==> src/rtl/fp_round_pipe.sv <==
// fp_round_pipe: two-stage IEEE-754 rounding/packing pipeline for any binary
// format selected by EXP_W/MAN_W. Stage 1 denormalises tiny results. Stage 2
// rounds the value, packs it and registers it together with the exception
// flags.
//
// Ports:
//   clk, reset           clock, asynchronous active-high reset
//   flush                synchronous kill of both pipeline stages
//   valid_in/ready_out   upstream handshake (ready_out is combinational)
//   valid_out/ready_in   downstream handshake
//   rm                   rounding mode (RNE/RTZ/RDN/RUP/RMM, unused codes = RNE)
//   man_in, exp_in       normalised mantissa (hidden bit at MSB), signed unbiased exponent
//   sgn_in               sign
//   round_bit/sticky_bit guard bits below the man_in LSB
//   skip_round           input is already packed {sgn, exp, man}
//   IV_in, DZ_in         flags forwarded on the skip path
//   float_out            packed result
//   IV, DZ, OF, UF, IE   exception flags aligned with float_out
module fp_round_pipe #(
   parameter int unsigned EXP_W = 8,
   parameter int unsigned MAN_W = 23
) (
   input  logic                   clk,
   input  logic                   reset,
   input  logic                   flush,
   input  logic                   valid_in,
   output logic                   ready_out,
   output logic                   valid_out,
   input  logic                   ready_in,
   input  logic [2:0]             rm,
   input  logic [MAN_W:0]         man_in,
   input  logic [EXP_W+1:0]       exp_in,
   input  logic                   sgn_in,
   input  logic                   round_bit,
   input  logic                   sticky_bit,
   input  logic                   skip_round,
   input  logic                   IV_in,
   input  logic                   DZ_in,
   output logic [EXP_W+MAN_W:0]   float_out,
   output logic                   IV,
   output logic                   DZ,
   output logic                   OF,
   output logic                   UF,
   output logic                   IE
);

   localparam int unsigned EW2 = EXP_W + 2;
   localparam int unsigned NW  = MAN_W + 2;
   localparam int unsigned SW  = $clog2(NW + 1);
   localparam int unsigned FW  = 1 + EXP_W + MAN_W;

   localparam logic [EW2-1:0] BIAS = EW2'((1 << (EXP_W - 1)) - 1);
   localparam logic [EW2:0]   EMAX = (EW2 + 1)'((1 << EXP_W) - 1);

   localparam logic [2:0] RM_RTZ = 3'b001;
   localparam logic [2:0] RM_RDN = 3'b010;
   localparam logic [2:0] RM_RUP = 3'b011;
   localparam logic [2:0] RM_RMM = 3'b100;

   // Valid bits and handshake
   logic v1_q, v1_d, v2_q, v2_d;
   logic adv1_c, adv2_c;

   // Stage-1 registers
   logic [MAN_W-1:0] man1_q, man1_d;
   logic             rnd1_q, rnd1_d, stk1_d, stk1_q;
   logic [EW2-1:0]   eb1_q, eb1_d;
   logic             sgn1_q, sgn1_d;
   logic [2:0]       rm1_q, rm1_d;
   logic             teq1_q, teq1_d, tlt1_q, tlt1_d;
   logic             skip1_q, skip1_d, iv1_q, iv1_d, dz1_q, dz1_d;

   // Stage-2 (output) registers
   logic [FW-1:0]    float_q, float_d;
   logic             iv_q, iv_d, dz_q, dz_d, of_q, of_d, uf_q, uf_d, ie_q, ie_d;

   // Stage-1 combinational datapath
   logic [EW2-1:0]   eb_raw_c, off_c;
   logic             tiny_eq_c, tiny_lt_c;
   logic [SW-1:0]    off_sat_c;
   logic [2*NW-2:0]  ext_c;
   logic             lost_c;

   // Stage-2 combinational datapath
   logic             inc_c, inexact_c, carry_c, ovf_c, maxfin_c;
   logic [MAN_W:0]   man_sum_c;
   logic [EW2:0]     eb_r_c;

   // Handshake: a stage may advance when it is empty or its successor advances
   always_comb begin
      adv2_c    = !v2_q || ready_in;
      adv1_c    = !v1_q || adv2_c;
      ready_out = adv1_c;
      valid_out = v2_q && !flush;
   end

   // Denormalise: shift {man_in, round_bit} right for tiny exponents
   always_comb begin
      eb_raw_c  = exp_in + BIAS;
      tiny_eq_c = (eb_raw_c == '0);
      tiny_lt_c = eb_raw_c[EW2-1];
      off_c     = (tiny_eq_c || tiny_lt_c) ? (EW2'(1) - eb_raw_c) : '0;
      off_sat_c = (32'(off_c) > 32'(NW)) ? SW'(NW) : SW'(off_c);
      // Upper half holds the shifted {man, round}; the hidden bit is dropped
      // because it only survives (as a mantissa bit) when off >= 1.
      ext_c     = (2*NW-1)'({man_in, round_bit, NW'(0)} >> off_sat_c);
      lost_c    = |ext_c[NW-1:0];
   end

   // Stage-1 next state
   always_comb begin
      v1_d    = v1_q;
      man1_d  = man1_q;
      rnd1_d  = rnd1_q;
      stk1_d  = stk1_q;
      eb1_d   = eb1_q;
      sgn1_d  = sgn1_q;
      rm1_d   = rm1_q;
      teq1_d  = teq1_q;
      tlt1_d  = tlt1_q;
      skip1_d = skip1_q;
      iv1_d   = iv1_q;
      dz1_d   = dz1_q;
      if (flush) begin
         v1_d = 1'b0;
      end else if (adv1_c) begin
         v1_d = valid_in;
      end
      if (valid_in && ready_out) begin
         sgn1_d  = sgn_in;
         rm1_d   = rm;
         skip1_d = skip_round;
         iv1_d   = IV_in;
         dz1_d   = DZ_in;
         if (skip_round) begin
            man1_d = man_in[MAN_W-1:0];
            rnd1_d = 1'b0;
            stk1_d = 1'b0;
            eb1_d  = EW2'(exp_in[EXP_W-1:0]);
            teq1_d = 1'b0;
            tlt1_d = 1'b0;
         end else begin
            man1_d = ext_c[2*NW-2:NW+1];
            rnd1_d = ext_c[NW];
            stk1_d = lost_c || sticky_bit;
            eb1_d  = (tiny_eq_c || tiny_lt_c) ? '0 : eb_raw_c;
            teq1_d = tiny_eq_c;
            tlt1_d = tiny_lt_c;
         end
      end
   end

   // Round decision, mantissa increment and exponent carry
   always_comb begin
      inexact_c = rnd1_q || stk1_q;
      case (rm1_q)
         RM_RTZ:  inc_c = 1'b0;
         RM_RDN:  inc_c = inexact_c && sgn1_q;
         RM_RUP:  inc_c = inexact_c && !sgn1_q;
         RM_RMM:  inc_c = rnd1_q;
         default: inc_c = rnd1_q && (stk1_q || man1_q[0]);
      endcase
      man_sum_c = {1'b0, man1_q} + (MAN_W+1)'(inc_c);
      carry_c   = man_sum_c[MAN_W];
      eb_r_c    = {1'b0, eb1_q} + (EW2+1)'(carry_c);
      ovf_c     = (eb_r_c >= EMAX);
      maxfin_c  = (rm1_q == RM_RTZ) || ((rm1_q == RM_RDN) && !sgn1_q) ||
                  ((rm1_q == RM_RUP) && sgn1_q);
   end

   // Stage-2 next state: pack result and flags
   always_comb begin
      v2_d    = v2_q;
      float_d = float_q;
      iv_d    = iv_q;
      dz_d    = dz_q;
      of_d    = of_q;
      uf_d    = uf_q;
      ie_d    = ie_q;
      if (flush) begin
         v2_d = 1'b0;
      end else if (adv2_c) begin
         v2_d = v1_q;
      end
      if (v1_q && adv2_c) begin
         iv_d = 1'b0;
         dz_d = 1'b0;
         of_d = 1'b0;
         uf_d = 1'b0;
         ie_d = 1'b0;
         if (skip1_q) begin
            float_d = {sgn1_q, eb1_q[EXP_W-1:0], man1_q};
            iv_d    = iv1_q;
            dz_d    = dz1_q;
         end else if (ovf_c) begin
            float_d = maxfin_c ? {sgn1_q, {(EXP_W-1){1'b1}}, 1'b0, {MAN_W{1'b1}}}
                               : {sgn1_q, {EXP_W{1'b1}}, {MAN_W{1'b0}}};
            of_d    = 1'b1;
            ie_d    = 1'b1;
         end else begin
            float_d = {sgn1_q, eb_r_c[EXP_W-1:0], man_sum_c[MAN_W-1:0]};
            uf_d    = inexact_c && (tlt1_q || (teq1_q && !carry_c));
            ie_d    = inexact_c;
         end
      end
   end

   // Pipeline registers
   always_ff @(posedge clk or posedge reset) begin
      if (reset) begin
         v1_q    <= 1'b0;
         v2_q    <= 1'b0;
         man1_q  <= '0;
         rnd1_q  <= 1'b0;
         stk1_q  <= 1'b0;
         eb1_q   <= '0;
         sgn1_q  <= 1'b0;
         rm1_q   <= '0;
         teq1_q  <= 1'b0;
         tlt1_q  <= 1'b0;
         skip1_q <= 1'b0;
         iv1_q   <= 1'b0;
         dz1_q   <= 1'b0;
         float_q <= '0;
         iv_q    <= 1'b0;
         dz_q    <= 1'b0;
         of_q    <= 1'b0;
         uf_q    <= 1'b0;
         ie_q    <= 1'b0;
      end else begin
         v1_q    <= v1_d;
         v2_q    <= v2_d;
         man1_q  <= man1_d;
         rnd1_q  <= rnd1_d;
         stk1_q  <= stk1_d;
         eb1_q   <= eb1_d;
         sgn1_q  <= sgn1_d;
         rm1_q   <= rm1_d;
         teq1_q  <= teq1_d;
         tlt1_q  <= tlt1_d;
         skip1_q <= skip1_d;
         iv1_q   <= iv1_d;
         dz1_q   <= dz1_d;
         float_q <= float_d;
         iv_q    <= iv_d;
         dz_q    <= dz_d;
         of_q    <= of_d;
         uf_q    <= uf_d;
         ie_q    <= ie_d;
      end
   end

   assign float_out = float_q;
   assign IV        = iv_q;
   assign DZ        = dz_q;
   assign OF        = of_q;
   assign UF        = uf_q;
   assign IE        = ie_q;

endmodule
==> config.mk <==
export PLATFORM = sky130hd
export DESIGN_NAME = fp_round_pipe
export DESIGN_NICKNAME = d
export VERILOG_FILES = /design/src/rtl/fp_round_pipe.sv
export SDC_FILE = /design/constraint.sdc
export NUM_CORES = 1
export LEC_CHECK = 0
export ABC_AREA = 1
export CAP_MARGIN = 20
export CORE_ASPECT_RATIO = 0.6
export CORE_MARGIN = 1.5
export CORE_UTILIZATION = 55
export DETAILED_ROUTE_END_ITERATION = 12
export GPL_ROUTABILITY_DRIVEN = 0
export PLACE_DENSITY_LB_ADDON = 0.2
export REMOVE_ABC_BUFFERS = 1
export SYNTH_ARGS = -nofsm -noshare
export SYNTH_HDL_FRONTEND = slang
export SYNTH_SLANG_ARGS = --single-unit
==> constraint.sdc <==
create_clock -name clk -period 6.6 [get_ports clk]
set_clock_uncertainty 0.2 [all_clocks]
set_input_delay 0.99 -clock clk [delete_from_list [all_inputs] [get_ports clk]]
set_output_delay 0.99 -clock clk [all_outputs]
set_load 0.005 [all_outputs]
* Yosys cells after proc, flatten, opt, wreduce, memory -nomap -nowiden
Index checks and enable logic that the tools add are counted.
Cells by class: $add $sub $neg 4, magnitude comparators 2, eq/ne operators 4, shifts and indexed selects 1, mux-type cells 25, reductions and logical operators 28
Operators with widths (count):
- 31-bit two-way mux | 2
- 50-bit by 5-bit right shift with 49-bit output | 1
- 10-bit two-way mux | 3
- 25-bit OR reduction | 1
- 23-bit by 1-bit adder with 24-bit output | 1
- 24-bit two-way mux | 1
- 23-bit two-way mux | 1
- 1-bit two-way mux | 16
- 10-bit by 1-bit adder with 11-bit output | 1
- 11-bit by 8-bit greater-or-equal comparator with 1-bit output (second input constant) | 1
- 10-bit by 7-bit adder with 10-bit output (second input constant) | 1
- 10-bit by 5-bit > comparator with 1-bit output (second input constant) | 1
- 1-bit logical AND | 10
- 10-bit zero test | 1
- 1-bit by 10-bit subtractor with 10-bit output (first input constant) | 1
- 1-bit logical OR | 9
- 3-bit by 2-bit == test with 1-bit output (second input constant) | 2
- 1-bit zero test | 5
- 5-bit two-way mux | 1
- 1-bit case mux with 4 select lines | 1
- 2-bit nonzero test | 2
- 3-bit by 1-bit == test with 1-bit output (second input constant) | 1
- 3-bit == test (second input constant) | 1
Storage, ports and cells: bits in registers 83, input port bits 48, output and inout port bits 39, word-level logic and storage cells 83

* Depth between registers and ports, before layout
depth in word-level cells 10, depth in mapped cells 36, depth with buffers taken out 35

* Worst setup path before layout
Ideal clock, no wire load.
path kind flip-flop to flip-flop, start register rm1_q[0], end register float_q[21], in the netlist float_out[21], setup time 0.124 ns, arrival time 5.187 ns, data required time 6.276 ns, slack 1.089 ns, stages on the path, launching flop included 36, path buffers 1, clock period less this slack 5.511 ns, cell sequence dfrtp_1 inv_1 nor2_1 inv_1 nor2_1 ha_1 nand2_1 o21ai_0 ha_1 nand3_1 nor3_1 nand3_1 nor3_1 nand4_1 nor3_1 nand3_1 nor3_1 nand3_1 nor2_1 nand2_1 nor2_1 ha_1 ha_1 nand4_1 or2_2 nor2_1 nand4_1 a21oi_1 nand2_1 nor2_1 inv_1 o41ai_1 clkbuf_1 o21ai_0 o211ai_1 nand2_1
Between the ends: cells in the longest elaborated chain, start to end 7, elaborated cells on any way between the ends 15, those cells by class add/sub: 2; order compare: 1; eq/ne: 4; mux: 4; reduce/logical: 4
Ends and longest elaborated chain:
- start: declaration | RTL line 69 | logic [2:0] rm1_q, rm1_d;
- start signal: assignment | RTL line 238 | rm1_q <= rm1_d;
- 3-bit == test (tied with other cells) | RTL line 156 | case (rm1_q)
- 1-bit case mux with 4 select lines or 1-bit logical AND (tied branches) | RTL line 156, 167
- 23-bit by 1-bit adder with 24-bit output or 1-bit logical OR (tied branches) | RTL line 163, 167
- 10-bit by 1-bit adder with 11-bit output or 1-bit logical OR (tied branches) | RTL line 165, 167
- 11-bit by 8-bit greater-or-equal comparator with 1-bit output or 24-bit two-way mux (tied branches) | RTL line 166, 196
- 31-bit two-way mux * | RTL line 195 | end else if (ovf_c) begin
- 31-bit two-way mux * | RTL line 191 | if (skip1_q) begin
- end signal: assignment | RTL line 244 | float_q <= float_d;
- end: declaration | RTL line 74 | logic [FW-1:0] float_q, float_d;
Mark *: on every way between the ends. The rest lies on a longest branch, timed or not. A chain may end at the register's enable or synchronous reset.

* Worst setup path in the final report
start register rm1_q[0], end register float_q[19], in the netlist float_out[19]
The elaborated chain is that of the path after synthesis.

==> out/results.ini <==
[clocking]
clk_transition_reported_paths_ns=0.06
tritoncts=built
ctsLongestPathBuffers=2
cts.sinks=83
cts_buffers=9
htree_levels=3
clk_latency_ns=0.35
cts.root.buffer_cell=clkbuf_16

[critical_path]
ff2ff_setup_slack_ns=0.42
slowest_delay_ns=0.39
crit_path_end_kind=register
rr_worst_depth=36
critPathKind=register to register
crit_fanout=11
r2r_start=rm1_q[0]
crit_arrival_ns=6.27
cp_slowest_cell=dfrtp_1
crit_required_ns=6.69
crit_path_frequent_cell=nand3_1
r2r-end=float_out[19]
start_kind=register

[cells_and_area]
postLayoutCoreUtil_pct=68.56
num-fill-cells=983
n_antenna_cell=0
final_nets=1100
syn_to_final_growth_pct=22.13
drive_gt1_share_pct=7.252

[min_path]
hp-class=register to register
min_to=float_out[28]
min_path_cells=2
hold_path_startpoint=float_out[28]

[logic_synthesis]
synthMuxAreaShare_pct=0
yosys.area.top_type=dfrtp_1
yosysMostFrequentCell=nand2_1
ys_warn_count=0
synth-main-ff-cell=dfrtp_1
ys_async_sr_fraction_pct=100.0
synth_enable_flop_cells=0
netlist_area_mm2=0.006321
netlist_top_cells_area=dfrtp_1 33%, nand2_1 19%, nand3_1 13%
ys_seq_area_share_pct=32.86
synth_top_area_share_pct=32.86
synth-seq-cells=83
synth_cell_types=43
synth-adder-area-share_pct=1.584
synth_xor_xnor_area_share_pct=2.197
ys_top_cells_by_count=314 x nand2_1, 166 x nand3_1, 89 x inv_1
synth-compound-area-share_pct=13.84
synth_top_family_by_area=simple AND/OR/NAND/NOR gates
syn_inst=975
synth-simple-area-share_pct=40.56
postSynthAreaPerCell_um2=6.483

[floorplan]
rows=30
dieHeight_um=86.04
die_area_mm2=0.01217
fp.coreArea_mm2=0.01126
io_pins=87
die_x_um=141.4
initial_core_util_pct=56.13

[power_and_ir_drop]
max-vdd-ir-drop_v=0.0001351
power.leakage_nw=3.777
power_per_cell_area_mw_per_mm2=229.0

[timing]
hold_viol_final=0
hold_slack_ns=0.2769
slew_violations=0
setup_viol=0
max-slew-margin-rel_pct=30.42
fin_crit_sh_pct=93.64
tightestPinTransition_ns=1.040
min_period_ns=6.180
fmax_mhz=161.8

[global_route]
grt_start_max_net_pins=84
track_usage_pct=34.13
grt-ovfl-total=0
first_global_vias=6120
antenna_found_initial=0
grt_pass1_wl_um=32450

[routing]
routedWlPerCell_um=17.25
drtIter0Drc=1066
num_vias=7185
firstDrtPassIters=6
ant_nets=0
drt-total-wl_um=20560
via_per_inst=6.028
drc_errors=0

[flow_run]
drv_cap=0

[placed_design]
dpl.hpwl_um=14650
port_buffers=86

[status]
outcome=complete, no violations

cell families (layout without fill, tap and decap cells):
family | after synthesis | after routing
AND/OR/NAND/NOR | 588 | 588
buffers and inverters | 143 | 216
adder cells (fa/ha/maj) | 8 | 8
AO/OA/AOI/OAI | 138 | 138
XOR/XNOR | 15 | 15
flip-flops | 83 | 83
power by group:
group          internal (mW)  switching (mW)  leakage (nW)  total [mW]
Sequential             0.591          0.0827          1.05       0.674
Clock                  0.340           0.207         0.156       0.547
Combinational          0.241           0.306          2.57       0.547
Total                   1.17           0.596          3.78        1.77
worst max-delay path by stage:
stage / startpoint / to / slack [ns] / cells past startpoint
2_1_floorplan: rm1_q[0] / float_out[13] / 0.84 / 34
3_3_place_gp: rm1_q[0] / float_out[16] / 0.55 / 35
3_5_place_dp: rm1_q[0] / float_out[9] / 0.28 / 35
4_1_cts: rm1_q[0] / float_out[9] / 0.18 / 35
5_1_grt: rm1_q[0] / float_out[19] / -0.09 / 36
6_report: rm1_q[0] / float_out[19] / 0.42 / 36
per-layer routing:
metal | GRT usage, % | share of wire (%)
met1 | 52.07 | 45
met2 | 45.05 | 39
met3 | 14.46 | 15
met4 | 4.499 | 1.0
met5 | 0 | 0
through the flow:
| step | instance area, um^2 | TNS [ns] | total power, mW | cells | worst slack [ns] |
|---|---|---|---|---|---|
| after floorplan | 6115 | 0 | 0.9432 | 928 | 0.8442 |
| after global placement | 7268 | 0 | 1.190 | 1171 | 0.5462 |
| after detailed placement | 7268 | 0 | 1.194 | 1171 | 0.2771 |
| after CTS | 7585 | 0 | 1.741 | 1186 | 0.1751 |
| after global routing | 7720 | -0.3565 | 1.851 | 1192 | -0.08795 |
| final | 7720 | 0 | 1.768 | 1192 | 0.4198 |
what timing repair did:
| action | 4_1_cts | 5_1_grt |
|---|---|---|
| hold buffers | 0 | 0 |
| endpoints found under the setup margin | 0 | 27 |
| gates resized for setup | 0 | 17 |
| setup buffers | 0 | 4 |
registers in the layout (all words and copies together), names as in the netlist, 3 cells and up:
| signal | cells |
|---|---|
| man1_q | 23 |
| float_out | 32 |
| rm1_q | 3 |
| eb1_q | 10 |
layout by cell type, fill, tap and decap left out, types with 6 or more instances in the layout:
cell type / netlist / layout
nor2_2: 6 / 8
o21ai_0: 46 / 46
nand2_2: 5 / 7
nand3_1: 166 / 165
o211ai_1: 15 / 15
buf_4: 5 / 17
nand4_1: 19 / 19
inv_2: 5 / 6
nand2_1: 314 / 312
clkbuf_16: 0 / 9
o221ai_1: 22 / 22
inv_1: 89 / 87
xor2_1: 13 / 13
clkdlybuf4s50_1: 0 / 86
a21oi_1: 29 / 28
dfrtp_1: 83 / 83
nor2_1: 58 / 55
area by class of cell:
class | count | area (um^2) | share of cell area, %
clock buffer | 11 | 242.7 | 3.144
clock inverter | 4 | 73.82 | 0.9562
inverter | 96 | 361.6 | 4.684
multi-input combinational | 749 | 3749 | 48.56
sequential | 83 | 2077 | 26.90
tap | 144 | 180.2 | 2.334
timing repair buffer | 105 | 1036 | 13.42
critical path, delay by kind of cell (launching register included):
family	cells	cell delay [ns]
flip-flops	1	0.39
AO/OA/AOI/OAI	4	0.52
XOR/XNOR	1	0.16
buffers and inverters	5	0.62
AND/OR/NAND/NOR	22	3.28
adder cells (fa/ha/maj)	4	0.94
(Power assumes the default switching activity.)
==> edit 1 (config.mk and constraints unchanged) <==
Change the parameter `MAN_W` from 23 to 21.
--- a/src/rtl/fp_round_pipe.sv
+++ b/src/rtl/fp_round_pipe.sv
@@ -19,5 +19,5 @@
 module fp_round_pipe #(
    parameter int unsigned EXP_W = 8,
-   parameter int unsigned MAN_W = 23
+   parameter int unsigned MAN_W = 21
 ) (
    input  logic                   clk,
Interface: changed (resized float_out and man_in); port bits go from 87 to 83. No check against the original RTL was run, so the function may have changed too.
==> edit 1 against the unedited design <==
Clock power is 9.0% lower; count of clock-buffer cells in the layout is 1 higher; sequential share of layout area grew 0.15 points; setup slack better by 670 ps; routed wire length shrank 12%; final area fell by 5.3%; sequential cell count shrank 4; via count fell by 8.1%; area after synthesis fell by 2.6%; critical path type is now input pin to flip-flop; power shrank 2.4%; synthesized cell count decreased by 4.7%; largest cell class unchanged; critical endpoint is now stk1_q; the run now ends with design-rule violations left; maximum frequency grew 12%; critical path depth down 12.
==> edit 1: results (changes against the unedited design) <==
first-pass GRT wire length=30400 µm (-6.3%); routed wire length=18000 µm (-12%); HPWL after DPL=13300 µm (-8.9%); P_int=0.00112 W (-4.2%); vias in the first global route=6088 (-0.52%); status=finished, violations left; filler instances=921 (-6.3%); initial DRC count=733 (-31%); dpl ws=1000 ps (+727 ps); Post-CTS Setup Inserts=0 (unchanged); CP endpoint=stk1_q; Port Buffers=82 (-4.7%); worst r2r path cells=30 (-17%); Remaining DRCs=3 (+3); Post-synth top cells=307 x nand2_1, 160 x nand3_1, 79 x dfrtp_1, 68 x inv_1, 58 x nor2_1; Nets=1042 (-5.3%); first-pass detailed-route iteration total=10 (+4); pin count of the biggest net entering global routing=60 (-29%); max reg flops=30 (-6.3%); crit path max fanout=30 (+19); top cells by area, synth=dfrtp_1 32%, nand2_1 19%, nand3_1 13%; Resize count post-CTS=0 (unchanged); post-synthesis async set-or-reset flop share=1.00 (unchanged); failing checks=design-rule violations; top_reg_cell synth=dfrtp_1; gr usage total=0.319 (-0.0223); Critical Path AT=5550 ps (-720 ps); Worst Setup SP=exp_in[0]; Worst R2R End=float_out[2]; Synth cell types=44 (+2.3%); Final Cycle Share=0.835 (-0.101); layout cells sized above 1=0.0716 (-0.000947); maximum VDD drop=147 µV (+8.5%); worst r2r src=rm1_q[1]; sequential element share of the synthesized area=0.321 (-0.00758); H-tree depth=3 (unchanged); flop-to-flop setup slack=1150 ps (+730 ps); Leak=3.50 nW (-7.3%); worst slew pin tran=817 ps (-224 ps); via count=6604 (-8.1%)
edit 1: cell types whose count changed in the layout (fill, tap and decap cells not counted), sizes merged, moves of 3 or more:
cell	unedited run	this run
a21oi	29	19
buf	19	12
clkdlybuf4s50	86	82
clkinv	4	1
dfrtp	83	79
inv	94	76
nand3	168	171
nand4	19	7
o211ai	15	22
o21ai	50	54
edit 1: power groups by stage:
stage | clock network (W) | logic (W) | registers [W]
2_1_floorplan | 0 | 0.000335 | 0.000629
3_3_place_gp | 0 | 0.000568 | 0.000642
3_5_place_dp | 0 | 0.000575 | 0.000643
4_1_cts | 0.000502 | 0.000579 | 0.000636
5_1_grt | 0.000525 | 0.000656 | 0.000648
6_report | 0.000498 | 0.000588 | 0.000638
edit 1: worst min-delay path by stage:
stage	start	to	depth (start not counted)	slack [ps]
3_3_place_gp	float_out[15]	float_out[15]	2	270
4_1_cts	float_out[11]	float_out[11]	2	280
2_1_floorplan	dz1_q	dz1_q	2	250
5_1_grt	float_out[11]	float_out[11]	2	290
6_report	float_out[26]	float_out[26]	2	280
3_5_place_dp	float_out[11]	float_out[11]	2	270
edit 1: cell families (layout without fill, tap and decap cells):
family | after synthesis | in the layout | synth area share
and+or+nand+nor | 572 | 572 | 0.411
buffers and inverters | 122 | 185 | 0.0857
adders and majority gates | 8 | 8 | 0.0163
AOI/OAI and AO/OA | 132 | 132 | 0.141
xor gates and xnor gates | 16 | 16 | 0.0258
DFF | 79 | 79 | 0.321
edit 1: layout make-up:
class                   count  area share
multi-input cells         728       0.501
flip-flops and latches     79       0.271
clock inverters             3     0.00582
clock buffers              12      0.0351
repair buffers             94       0.125
inverters                  76      0.0390
well taps                 139      0.0238
edit 1: per-stage QoR:
stage	instance area, µm²	util	cells
after global routing	7310	0.680	1131
after CTS	7310	0.680	1131
after global placement	7010	0.652	1116
after detailed placement	7010	0.652	1116
final	7310	0.680	1131
after floorplan	5920	-	883
edit 1: critical path: stages:
cell	delay [ps]
clkdlybuf4s50_1	490
inv_2	90
ha_1	290
xnor2_1	310
ha_1	280
nand3_2	110
nor2_2	140
nand3_1	140
o21bai_1	140
nand2_1	130
nand3_1	120
nand2_2	350
inv_2	580
nand3_1	300
nand3_1	200
nand3_1	100
o21ai_1	200
nand2_1	80
nor2_1	90
nand2_1	80
nand2_1	70
nand3_1	90
nand2_1	90
nand2_1	50
edit 1: metal layers:
layer | global-route usage | vias up | wire length [µm]
met5 | 0 | - | 0
met4 | 0.0756 | 0 | 287
met3 | 0.0903 | 28 | 1860
met2 | 0.466 | 333 | 7420
met1 | 0.467 | 2998 | 8460
li1 | - | 3245 | -
==> edit 2 (config.mk and constraints unchanged) <==
Made on the original files. Take the reset off `eb1_q` and load it in a clocked block of its own.
--- a/src/rtl/fp_round_pipe.sv
+++ b/src/rtl/fp_round_pipe.sv
@@ -214,5 +214,4 @@
          rnd1_q  <= 1'b0;
          stk1_q  <= 1'b0;
-         eb1_q   <= '0;
          sgn1_q  <= 1'b0;
          rm1_q   <= '0;
@@ -234,5 +233,4 @@
          rnd1_q  <= rnd1_d;
          stk1_q  <= stk1_d;
-         eb1_q   <= eb1_d;
          sgn1_q  <= sgn1_d;
          rm1_q   <= rm1_d;
@@ -251,4 +249,8 @@
    end
 
+   always_ff @(posedge clk) begin
+      eb1_q <= eb1_d;
+   end
+
    assign float_out = float_q;
    assign IV        = iv_q;
Formal check against the unedited RTL: no difference found for any inputs over 4 cycles, from zero or initial values and one cycle with reset high; that may be too few to reach the edited logic, so the function may still have changed.
==> edit 2 against the unedited design <==
Final area is 2.6% lower; area after synthesis shrank 0.83%; setup slack gained 260 ps; sequential cell count is the same; combinational power down 3%; critical path depth stayed put; sequential power shrank 1%; routed wire length fell by 10%; power shrank 3.6%; first-iteration DRC count is 4.0% lower; largest power group unchanged.
==> edit 2: results (changes against the unedited design) <==
status=finished, final reports clean; hold_sp=iv1_q; HPWL after DPL=13500 µm (-7.7%); Min Hold Slack=280 ps (+3.44 ps); Critical Path AT=5930 ps (-340 ps); via count=6812 (-5.2%); maximum VDD drop=130 µV (-4.0%); CTS root buffer=clkbuf_16; Hold Path Stages=2 (unchanged); met1 Use GR=0.500 (-0.0210); layout cells sized above 1=0.0659 (-0.00659); clock latency on the worst-skew pair=340 ps; max-slew violation count=0 (unchanged); Worst R2R End=float_out[8]; placed insts=1123 (-4.1%); H-tree depth=3 (unchanged); first-pass GRT wire length=30300 µm (-6.8%); clock buffer count from CTS=9 (unchanged); Post-CTS Setup Inserts=0 (unchanged); slowest CP cell=dfrtp_1; crit path max fanout=24 (+13); class of the worst hold path=flip-flop to flip-flop; worst r2r src=rm1_q[1]; Leak=3.49 nW (-7.6%); Post-synth EDFFs=10 (+10); met3 Use GR=0.0793 (-0.0653); Post-synth top cells=281 x nand2_1, 164 x nand3_1, 73 x dfrtp_1, 71 x inv_1, 60 x o21ai_0; initial DRC count=1023 (-4.0%); sequential element share of the synthesized area=0.339 (+0.0107); CP top delay family=simple AND/OR/NAND/NOR gates; worst slew pin tran=918 ps (-123 ps); post-synthesis async set-or-reset flop share=0.880 (-0.120); Port Buffers=86 (unchanged); dpl ws=525 ps (+248 ps); top cells by area, synth=dfrtp_1 29%, nand2_1 17%, nand3_1 13%; initial antenna violation count=0 (unchanged); routed wire length=18400 µm (-10%); Via density=5.98 (-0.87%); CTS max path bufs=2 (unchanged); syn avg cell area=6.73 µm² (+3.9%); gr usage total=0.316 (-0.0255); pin count of the biggest net entering global routing=74 (-12%); max reg flops=32 (unchanged); flop-to-flop setup slack=680 ps (+260 ps); GR Layer Usage met2=0.429 (-0.0220); vias in the first global route=5907 (-3.5%); Antenna Cells=0 (unchanged); Synth cell types=48 (+12%); Warnings, synthesis=0 (unchanged); end of the worst hold path=iv1_q
## edit 2: layout make-up
| cell class | count | area, µm² |
|---|---|---|
| sequential | 83 | 2130 |
| tap | 139 | 174 |
| inverter | 79 | 297 |
| clock inverter | 7 | 81.3 |
| clock buffer | 9 | 225 |
| fill | 930 | 3290 |
| timing repair buffer | 94 | 937 |
| multi-input combinational | 729 | 3680 |
## edit 2: stage by stage
step | utilization | power (W) | area, µm²
after floorplan | - | 0.000944 | 6080
after global placement | 0.664 | 0.00117 | 7170
after detailed placement | 0.664 | 0.00118 | 7170
after CTS | 0.692 | 0.00169 | 7480
after global routing | 0.695 | 0.00180 | 7520
final | 0.695 | 0.00170 | 7520
## edit 2: worst max-delay path by stage
stage / from / end / slack [ps]
CTS: rm1_q[1] / float_out[8] / 470
finish: rm1_q[1] / float_out[8] / 680
global placement: rm1_q[1] / float_out[8] / 800
detailed placement: rm1_q[1] / float_out[8] / 530
global route: rm1_q[1] / float_out[8] / 10
floorplan: rm1_q[1] / float_out[10] / 940
## edit 2: cells by family after synthesis
logic type,synth area share
XOR/XNOR,0.0196
flip-flops,0.339
adder cells (fa/ha/maj),0.0160
buffers and inverters,0.0778
AO/OA/AOI/OAI,0.144
other,0.000598
AND/OR/NAND/NOR,0.403
## edit 2: what timing repair did
action	in CTS	in global routing
hold endpoints to repair	0	0
setup endpoints to repair	0	24
hold buffers	0	0
gates resized for setup	0	3
## edit 2: worst reg2reg max path: cells and delay by family, from the launching register on
family                   cells  cell delay (ps)
AO/OA/AOI/OAI                5              710
adder cells (fa/ha/maj)      4              870
buffers and inverters        4              580
flip-flops                   1              390
AND/OR/NAND/NOR             23             3040
## edit 2: power breakdown
part	internal, W	total (W)	switching [W]	leakage, nW
Combinational	0.000223	0.000528	0.000305	2.32
Sequential	0.000597	0.000664	0.0000663	1.02
Clock	0.000299	0.000512	0.000213	0.147
## edit 2: per-layer routing
layer	part of all wire	wire (µm)	vias to the layer above
met5	0	0	-
met3	0.13	2380	37
met4	0.015	272	0
met2	0.39	7170	422
met1	0.47	8620	3069
li1	-	-	3284
